$ cat src/rtl/fmq_cmd_encoder.sv
// Host-side encoder for the array board's 3-byte UART command frame.
// Latches a command, streams its framed bytes to the UART transmitter and,
// for query-type ops, waits for a single reply byte or times out.
module fmq_cmd_encoder #(
  parameter int unsigned CHANNELS     = 88,
  parameter int unsigned RESP_TIMEOUT = 8192
) (
  input  logic        clk,
  input  logic        rst,
  input  logic [1:0]  cmd_op,
  input  logic [6:0]  cmd_channel,
  input  logic [11:0] cmd_offset,
  input  logic        cmd_valid,
  output logic        cmd_ready,
  output logic [7:0]  tx_data,
  output logic        tx_valid,
  input  logic        tx_ready,
  input  logic [7:0]  rx_data,
  input  logic        rx_valid,
  output logic        rx_ready,
  output logic [7:0]  resp_data,
  output logic        resp_valid,
  output logic        resp_timeout,
  output logic        cmd_err,
  output logic        stray_rx,
  output logic        busy
);

  localparam int unsigned TimerW = $clog2(RESP_TIMEOUT);
  localparam logic [TimerW-1:0] TimerLast = TimerW'(RESP_TIMEOUT - 1);
  localparam logic [TimerW-1:0] TimerMax  = '1;

  localparam logic [2:0] StIdle  = 3'd0;
  localparam logic [2:0] StSend0 = 3'd1;
  localparam logic [2:0] StSend1 = 3'd2;
  localparam logic [2:0] StSend2 = 3'd3;
  localparam logic [2:0] StWait  = 3'd4;

  logic [2:0]        state_q, state_d;
  logic [7:0]        byte0_q, byte0_d;
  logic [7:0]        byte1_q, byte1_d;
  logic [7:0]        byte2_q, byte2_d;
  logic [TimerW-1:0] timer_q, timer_d;
  logic [7:0]        resp_data_q, resp_data_d;
  logic              resp_valid_q, resp_valid_d;
  logic              resp_timeout_q, resp_timeout_d;
  logic              cmd_err_q, cmd_err_d;
  logic              stray_rx_q, stray_rx_d;
  // Low only in the cycle(s) following a reset edge; gates both ready outputs.
  logic              live_q;

  logic [6:0]  ch_eff;
  logic [11:0] off_eff;
  logic        accept;
  logic        tx_fire;
  logic        rx_fire;

  assign cmd_ready    = live_q && (state_q == StIdle);
  assign rx_ready     = live_q;
  assign busy         = (state_q != StIdle);
  assign resp_data    = resp_data_q;
  assign resp_valid   = resp_valid_q;
  assign resp_timeout = resp_timeout_q;
  assign cmd_err      = cmd_err_q;
  assign stray_rx     = stray_rx_q;

  assign accept  = cmd_valid && cmd_ready;
  assign tx_fire = tx_valid && tx_ready;
  assign rx_fire = rx_valid && rx_ready;

  // Only set-offset carries channel/offset; other ops encode them as zero.
  assign ch_eff  = (cmd_op == 2'b00) ? cmd_channel : 7'd0;
  assign off_eff = (cmd_op == 2'b00) ? cmd_offset : 12'd0;

  // Byte-stream outputs are decoded from the current send state.
  always_comb begin
    tx_valid = 1'b0;
    tx_data  = 8'h00;
    unique case (state_q)
      StSend0: begin tx_valid = 1'b1; tx_data = byte0_q; end
      StSend1: begin tx_valid = 1'b1; tx_data = byte1_q; end
      StSend2: begin tx_valid = 1'b1; tx_data = byte2_q; end
      default: ;
    endcase
  end

  // Next-state, frame latch, reply timer and pulse generation.
  always_comb begin
    state_d        = state_q;
    byte0_d        = byte0_q;
    byte1_d        = byte1_q;
    byte2_d        = byte2_q;
    timer_d        = timer_q;
    resp_data_d    = resp_data_q;
    resp_valid_d   = 1'b0;
    resp_timeout_d = 1'b0;
    cmd_err_d      = 1'b0;
    stray_rx_d     = 1'b0;

    unique case (state_q)
      StIdle: begin
        if (accept) begin
          byte0_d = {1'b1, cmd_op, ch_eff[6:2]};
          byte1_d = {1'b0, ch_eff[1:0], off_eff[11:7]};
          byte2_d = {1'b0, off_eff[6:0]};
          if ((cmd_op == 2'b00) && (32'(cmd_channel) >= CHANNELS)) begin
            cmd_err_d = 1'b1;
          end else begin
            state_d = StSend0;
          end
        end
      end
      StSend0: if (tx_fire) state_d = StSend1;
      StSend1: if (tx_fire) state_d = StSend2;
      StSend2: begin
        if (tx_fire) begin
          // op[1] set (query / reserved) means a reply byte is expected.
          state_d = byte0_q[6] ? StWait : StIdle;
          timer_d = '0;
        end
      end
      StWait: begin
        // A reply on the expiry cycle takes priority over the timeout.
        if (rx_fire) begin
          resp_data_d  = rx_data;
          resp_valid_d = 1'b1;
          state_d      = StIdle;
        end else if (timer_q == TimerLast) begin
          resp_timeout_d = 1'b1;
          state_d        = StIdle;
        end else if (timer_q != TimerMax) begin
          timer_d = timer_q + 1'b1;
        end
      end
      default: state_d = StIdle;
    endcase

    if (rx_fire && (state_q != StWait)) begin
      stray_rx_d = 1'b1;
    end
  end

  // State registers with synchronous active-low reset.
  always_ff @(posedge clk) begin
    if (!rst) begin
      state_q        <= StIdle;
      byte0_q        <= 8'h00;
      byte1_q        <= 8'h00;
      byte2_q        <= 8'h00;
      timer_q        <= '0;
      resp_data_q    <= 8'h00;
      resp_valid_q   <= 1'b0;
      resp_timeout_q <= 1'b0;
      cmd_err_q      <= 1'b0;
      stray_rx_q     <= 1'b0;
      live_q         <= 1'b0;
    end else begin
      state_q        <= state_d;
      byte0_q        <= byte0_d;
      byte1_q        <= byte1_d;
      byte2_q        <= byte2_d;
      timer_q        <= timer_d;
      resp_data_q    <= resp_data_d;
      resp_valid_q   <= resp_valid_d;
      resp_timeout_q <= resp_timeout_d;
      cmd_err_q      <= cmd_err_d;
      stray_rx_q     <= stray_rx_d;
      live_q         <= 1'b1;
    end
  end

endmodule

$ cat config.mk
export PLATFORM = sky130hd
export DESIGN_NAME = fmq_cmd_encoder
export DESIGN_NICKNAME = d
export VERILOG_FILES = /design/src/rtl/fmq_cmd_encoder.sv
export SDC_FILE = /design/constraint.sdc
export NUM_CORES = 1
export LEC_CHECK = 0
export BUFFER_PORTS_ARGS = -buffer_cell sky130_fd_sc_hd__buf_2
export CAP_MARGIN = 0
export CORE_AREA = 2 2 71 73
export DETAILED_ROUTE_END_ITERATION = 8
export DIE_AREA = 0 0 73 75
export PLACE_DENSITY = 0.71
export SYNTH_ARGS = -nofsm -noshare
export SYNTH_HDL_FRONTEND = slang
export SYNTH_SLANG_ARGS = --single-unit
$ cat constraint.sdc
create_clock -name clk -period 2.4 [get_ports clk]
set_clock_uncertainty 0.15 [all_clocks]
set_input_delay 0.12 -clock clk [delete_from_list [all_inputs] [get_ports clk]]
set_output_delay 0.12 -clock clk [all_outputs]
set_load 0.01 [all_outputs]
==> impl_table.tex <==
\begin{tabular}{lr}
\hline
Metric & Value \\
\hline
\multicolumn{2}{l}{\textbf{Outcome}} \\
Result of the run & finished, final reports clean \\
\multicolumn{2}{l}{\textbf{CTS}} \\
Clock buffer depth & 2 \\
Sinks on the clock net & 51 \\
Number of CTS-inserted buffers & 5 \\
Clock tree from TritonCTS & yes \\
Total setup buffers inserted after CTS & 0 \\
Hold bufs inserted after CTS & 30 \\
Clock insertion delay at the later pin of the skew report & around 300 ps \\
CTS clock-pin slew for the worst setup and hold paths & 90 ps \\
Count of cells resized by post-cts repair & 0 \\
Total number of H-tree levels & 2 \\
Root cell of the clock tree & sky130\_fd\_sc\_hd\_\_clkbuf\_8 \\
\multicolumn{2}{l}{\textbf{Global routing}} \\
Initial antenna violation count & 0 \\
Maximum number of pins on one net before global-route repair & 19 \\
Overall overflow remaining after global route & 0 \\
Global-route usage over all layers & slightly below 20\% \\
Vias in the first global route & between 1500 and 2000 \\
Global-route wire length before repair & $\sim$8500 um \\
\multicolumn{2}{l}{\textbf{Logic synthesis}} \\
Number of synthesized flops with an enable pin & 0 \\
Fraction of post-synthesis cell area in the top cell type by area & a little under half \\
Cell type with the highest aggregate area in the netlist & sky130\_fd\_sc\_hd\_\_dfxtp\_1 \\
Yosys synthesis warning count & 0 \\
Leading post-synthesis cells by cell area & sky130\_fd\_sc\_hd\_\_dfxtp\_1, sky130\_fd\_sc\_hd\_\_a22o\_1, sky130\_fd\_sc\_hd\_\_mux2i\_1, sky130\_fd\_sc\_hd\_\_nor2\_1, sky130\_fd\_sc\_hd\_\_mux2\_2 \\
Synth cell types & 51 \\
Share of synthesized registers carrying an async set or reset & 0\% \\
Synthesized area per cell & 9.70 sq um \\
Seq/Total Area, Yosys & 45.4\% \\
Gate Count Post-Synth & roughly 230 \\
Synth Register Bits & 51 \\
Most common cell in the synthesized netlist & sky130\_fd\_sc\_hd\_\_dfxtp\_1 \\
Prevailing post-synth register cell & sky130\_fd\_sc\_hd\_\_dfxtp\_1 \\
Synth Net Count & roughly 270 \\
Synth Cell Area & $\sim$2200 sq um \\
Most instantiated cells after synthesis & sky130\_fd\_sc\_hd\_\_dfxtp\_1, sky130\_fd\_sc\_hd\_\_nor2\_1, sky130\_fd\_sc\_hd\_\_a22o\_1 \\
\multicolumn{2}{l}{\textbf{Flow run}} \\
Count of max-cap constraint violations & 0 \\
\multicolumn{2}{l}{\textbf{Timing}} \\
Finish-stage setup viols & 0 \\
Tightest slew margin relative to the limit & approximately 48\% \\
Transition time at the pin with the least slew margin & roughly 780 ps \\
Slew Limit Fails & 0 \\
Final WS setup & about 270 ps \\
Final period utilization & about nine tenths \\
Summed negative setup slack over all endpoints & 0 ps \\
Worst hold slack across all endpoints & roughly 62 ps \\
Maximum operating frequency & about 470 MHz \\
Final period demand of the worst path & around 2100 ps \\
Final number of hold-violating endpoints & 0 \\
RSZ-0062 raised after global routing & no \\
\multicolumn{2}{l}{\textbf{Cells and area}} \\
Net count of the finished layout & between 300 and 400 \\
Layout overhead on the synthesized area & 32.1\% \\
Diode insertion count for antenna repair & 0 \\
Post-Route Utilization & 63.8\% \\
Post-route cell area & 2970 sq um \\
Share of final-layout standard cells stronger than drive strength 1 & 26.4\% \\
\multicolumn{2}{l}{\textbf{Place}} \\
Total cell area at the placement stage & about 2600 sq um \\
Final HPWL DP & 3520 um \\
Port-buffer cells & 57 \\
GP Congestion & between 0.7 and 0.8 \\
Placement Setup Slack & about 450 ps \\
\multicolumn{2}{l}{\textbf{Route}} \\
Total detailed-routing wirelength & between 5000 and 6000 um \\
Vias post-DR & between 2000 and 2500 \\
Starting DRC count in detailed routing & 160 \\
Vias per Instance & between 5 and 6 \\
Average wire per cell in the routed design & 14.3 um \\
ANT nets after route & 0 \\
First-pass iteration count of the detailed router & 4 \\
Remaining design rule violation count & 0 \\
\multicolumn{2}{l}{\textbf{Critical path}} \\
Start-to-end type of the worst setup path & reg2out \\
Critical Path Slowest Stage Cell & sky130\_fd\_sc\_hd\_\_nor2b\_1 \\
Critical path's largest stage delay & $\sim$470 ps \\
Worst R2R Path Depth & 5 \\
Flop-to-flop setup slack & $\sim$440 ps \\
Worst flop-to-flop path endpoint & timer\_q[11] \\
Biggest fanout along the worst timing path & 14 \\
R2R Path Start & timer\_q[0] \\
Worst EP required & 2130 ps \\
Worst endpoint data arrival time & 1860 ps \\
Critical path capture point type & output port \\
Cell chain of the critical path & buf\_4 -> nor2b\_1 -> a22oi\_1 -> nor2\_1 -> buf\_2 \\
Type of origin of the critical path & register \\
\multicolumn{2}{l}{\textbf{Worst hold path}} \\
Startpoint of the worst hold path & tx\_ready \\
Path category of the worst min-delay check & in2reg \\
Number of cells on the worst hold path & 4 \\
Hold Path End & state\_q[1] \\
\multicolumn{2}{l}{\textbf{Floorplan}} \\
Total I/O pin count & between 50 and 60 \\
Full die area & $\sim$5500 sq um \\
Standard cell core area & approximately 4700 sq um \\
Die Span X & $\sim$73 um \\
Row cnt & 25 \\
Die Y-Extent & 75 um \\
Initial standard-cell utilization of the core & roughly half \\
\multicolumn{2}{l}{\textbf{Power and ir drop}} \\
Power per unit of standard cell area & between 500 and 600 nW/um\^{}2 \\
Worst ir drop on vdd & between 0.0003 and 0.0004 V \\
LEAKAGE & approximately 1.3 nW \\
\hline
\end{tabular}
## worst max-delay path, delay by kind of cell (launching register included)
kind            cells  cell delay, ps
simple gates        2             570
flops               1             430
buf+inv             2             380
compound gates      1             180
## worst max-delay path by stage
| stage | from | to | slack [ps] | depth (start not counted) |
|---|---|---|---|---|
| final | state_q[1] | tx_data[3] | 270 | 5 |
| after global routing | state_q[1] | tx_data[4] | 140 | 5 |
| after CTS | state_q[1] | tx_data[4] | 280 | 5 |
| after detailed placement | timer_q[0] | timer_q[7] | 450 | 5 |
| after global placement | timer_q[0] | timer_q[9] | 500 | 5 |
| after floorplan | timer_q[0] | timer_q[11] | 540 | 7 |
## through the flow
step / std cells / power (mW)
after CTS: 372 / 1.74
after global routing: 372 / 1.79
after global placement: 334 / 1.09
after detailed placement: 334 / 1.09
after floorplan: 232 / 1.03
final: 372 / 1.73
## layout by cell type (no fill, tap or decap), types with 2 or more instances in the layout
master | synthesis | routed
sky130_fd_sc_hd__nand4_1 | 3 | 3
sky130_fd_sc_hd__o21a_1 | 3 | 3
sky130_fd_sc_hd__nor3_1 | 2 | 2
sky130_fd_sc_hd__and4_1 | 5 | 5
sky130_fd_sc_hd__buf_4 | 0 | 6
sky130_fd_sc_hd__a22o_1 | 18 | 18
sky130_fd_sc_hd__dlygate4sd3_1 | 0 | 30
sky130_fd_sc_hd__clkbuf_8 | 0 | 6
sky130_fd_sc_hd__nor2b_1 | 3 | 3
sky130_fd_sc_hd__dfxtp_1 | 51 | 51
sky130_fd_sc_hd__nand3_1 | 11 | 11
sky130_fd_sc_hd__a21oi_1 | 9 | 9
sky130_fd_sc_hd__and3_1 | 6 | 6
sky130_fd_sc_hd__buf_2 | 3 | 57
sky130_fd_sc_hd__mux2_2 | 7 | 7
sky130_fd_sc_hd__a31oi_1 | 9 | 9
sky130_fd_sc_hd__mux2i_1 | 10 | 10
sky130_fd_sc_hd__nand2_1 | 7 | 7
sky130_fd_sc_hd__inv_1 | 5 | 5
sky130_fd_sc_hd__nand2b_1 | 3 | 3
sky130_fd_sc_hd__o21ai_0 | 4 | 4
sky130_fd_sc_hd__o211ai_1 | 3 | 3
sky130_fd_sc_hd__a22oi_1 | 7 | 7
sky130_fd_sc_hd__nor2_1 | 25 | 25
## kinds of logic (layout without fill, tap and decap cells)
family,after synthesis,after routing,share of synthesized area (%)
flops,51,51,45.4
compound gates,63,63,20.6
buf+inv,20,106,5.01
simple gates,79,79,20.1
mux,17,17,7.95
xor+xnor,1,1,0.389
fa+ha+maj,1,1,0.556
## power breakdown
| part | switching [mW] | internal (mW) | total, mW | leakage [nW] |
|---|---|---|---|---|
| Clock | 0.280 | 0.338 | 0.618 | 0.0612 |
| Sequential | 0.0148 | 0.864 | 0.878 | 0.412 |
| Combinational | 0.119 | 0.113 | 0.233 | 0.798 |
| Total | 0.414 | 1.31 | 1.73 | 1.27 |
## cell type report
class                           count  area (sq um)
Multi-Input combinational cell    161          1120
Timing Repair Buffer               93           631
Tap cell                           54          67.6
Fill cell                         403          1690
Inverter                            5          18.8
Clock inverter                      2          35.0
Sequential cell                    51          1020
Clock buffer                        6          82.6
## per-layer routing
| layer | vias to the layer above | wire [um] | track usage (%) |
|---|---|---|---|
| li1 | 1040 | - | - |
| met1 | 962 | 2530 | 27.3 |
| met2 | 54 | 2570 | 31.5 |
| met3 | 5 | 188 | 4.02 |
| met4 | 0 | 36 | 5.76 |
| met5 | - | 0 | 0 |
## registers in the layout, summed over array words and instances, names as in the netlist
signal        cells
timer_q          13
byte0_q           8
resp_data         8
byte1_q           7
byte2_q           7
state_q           3
cmd_err           1
resp_timeout      1
resp_valid        1
rx_ready          1
stray_rx          1
Note: power is estimated with default switching activity, not from simulation.
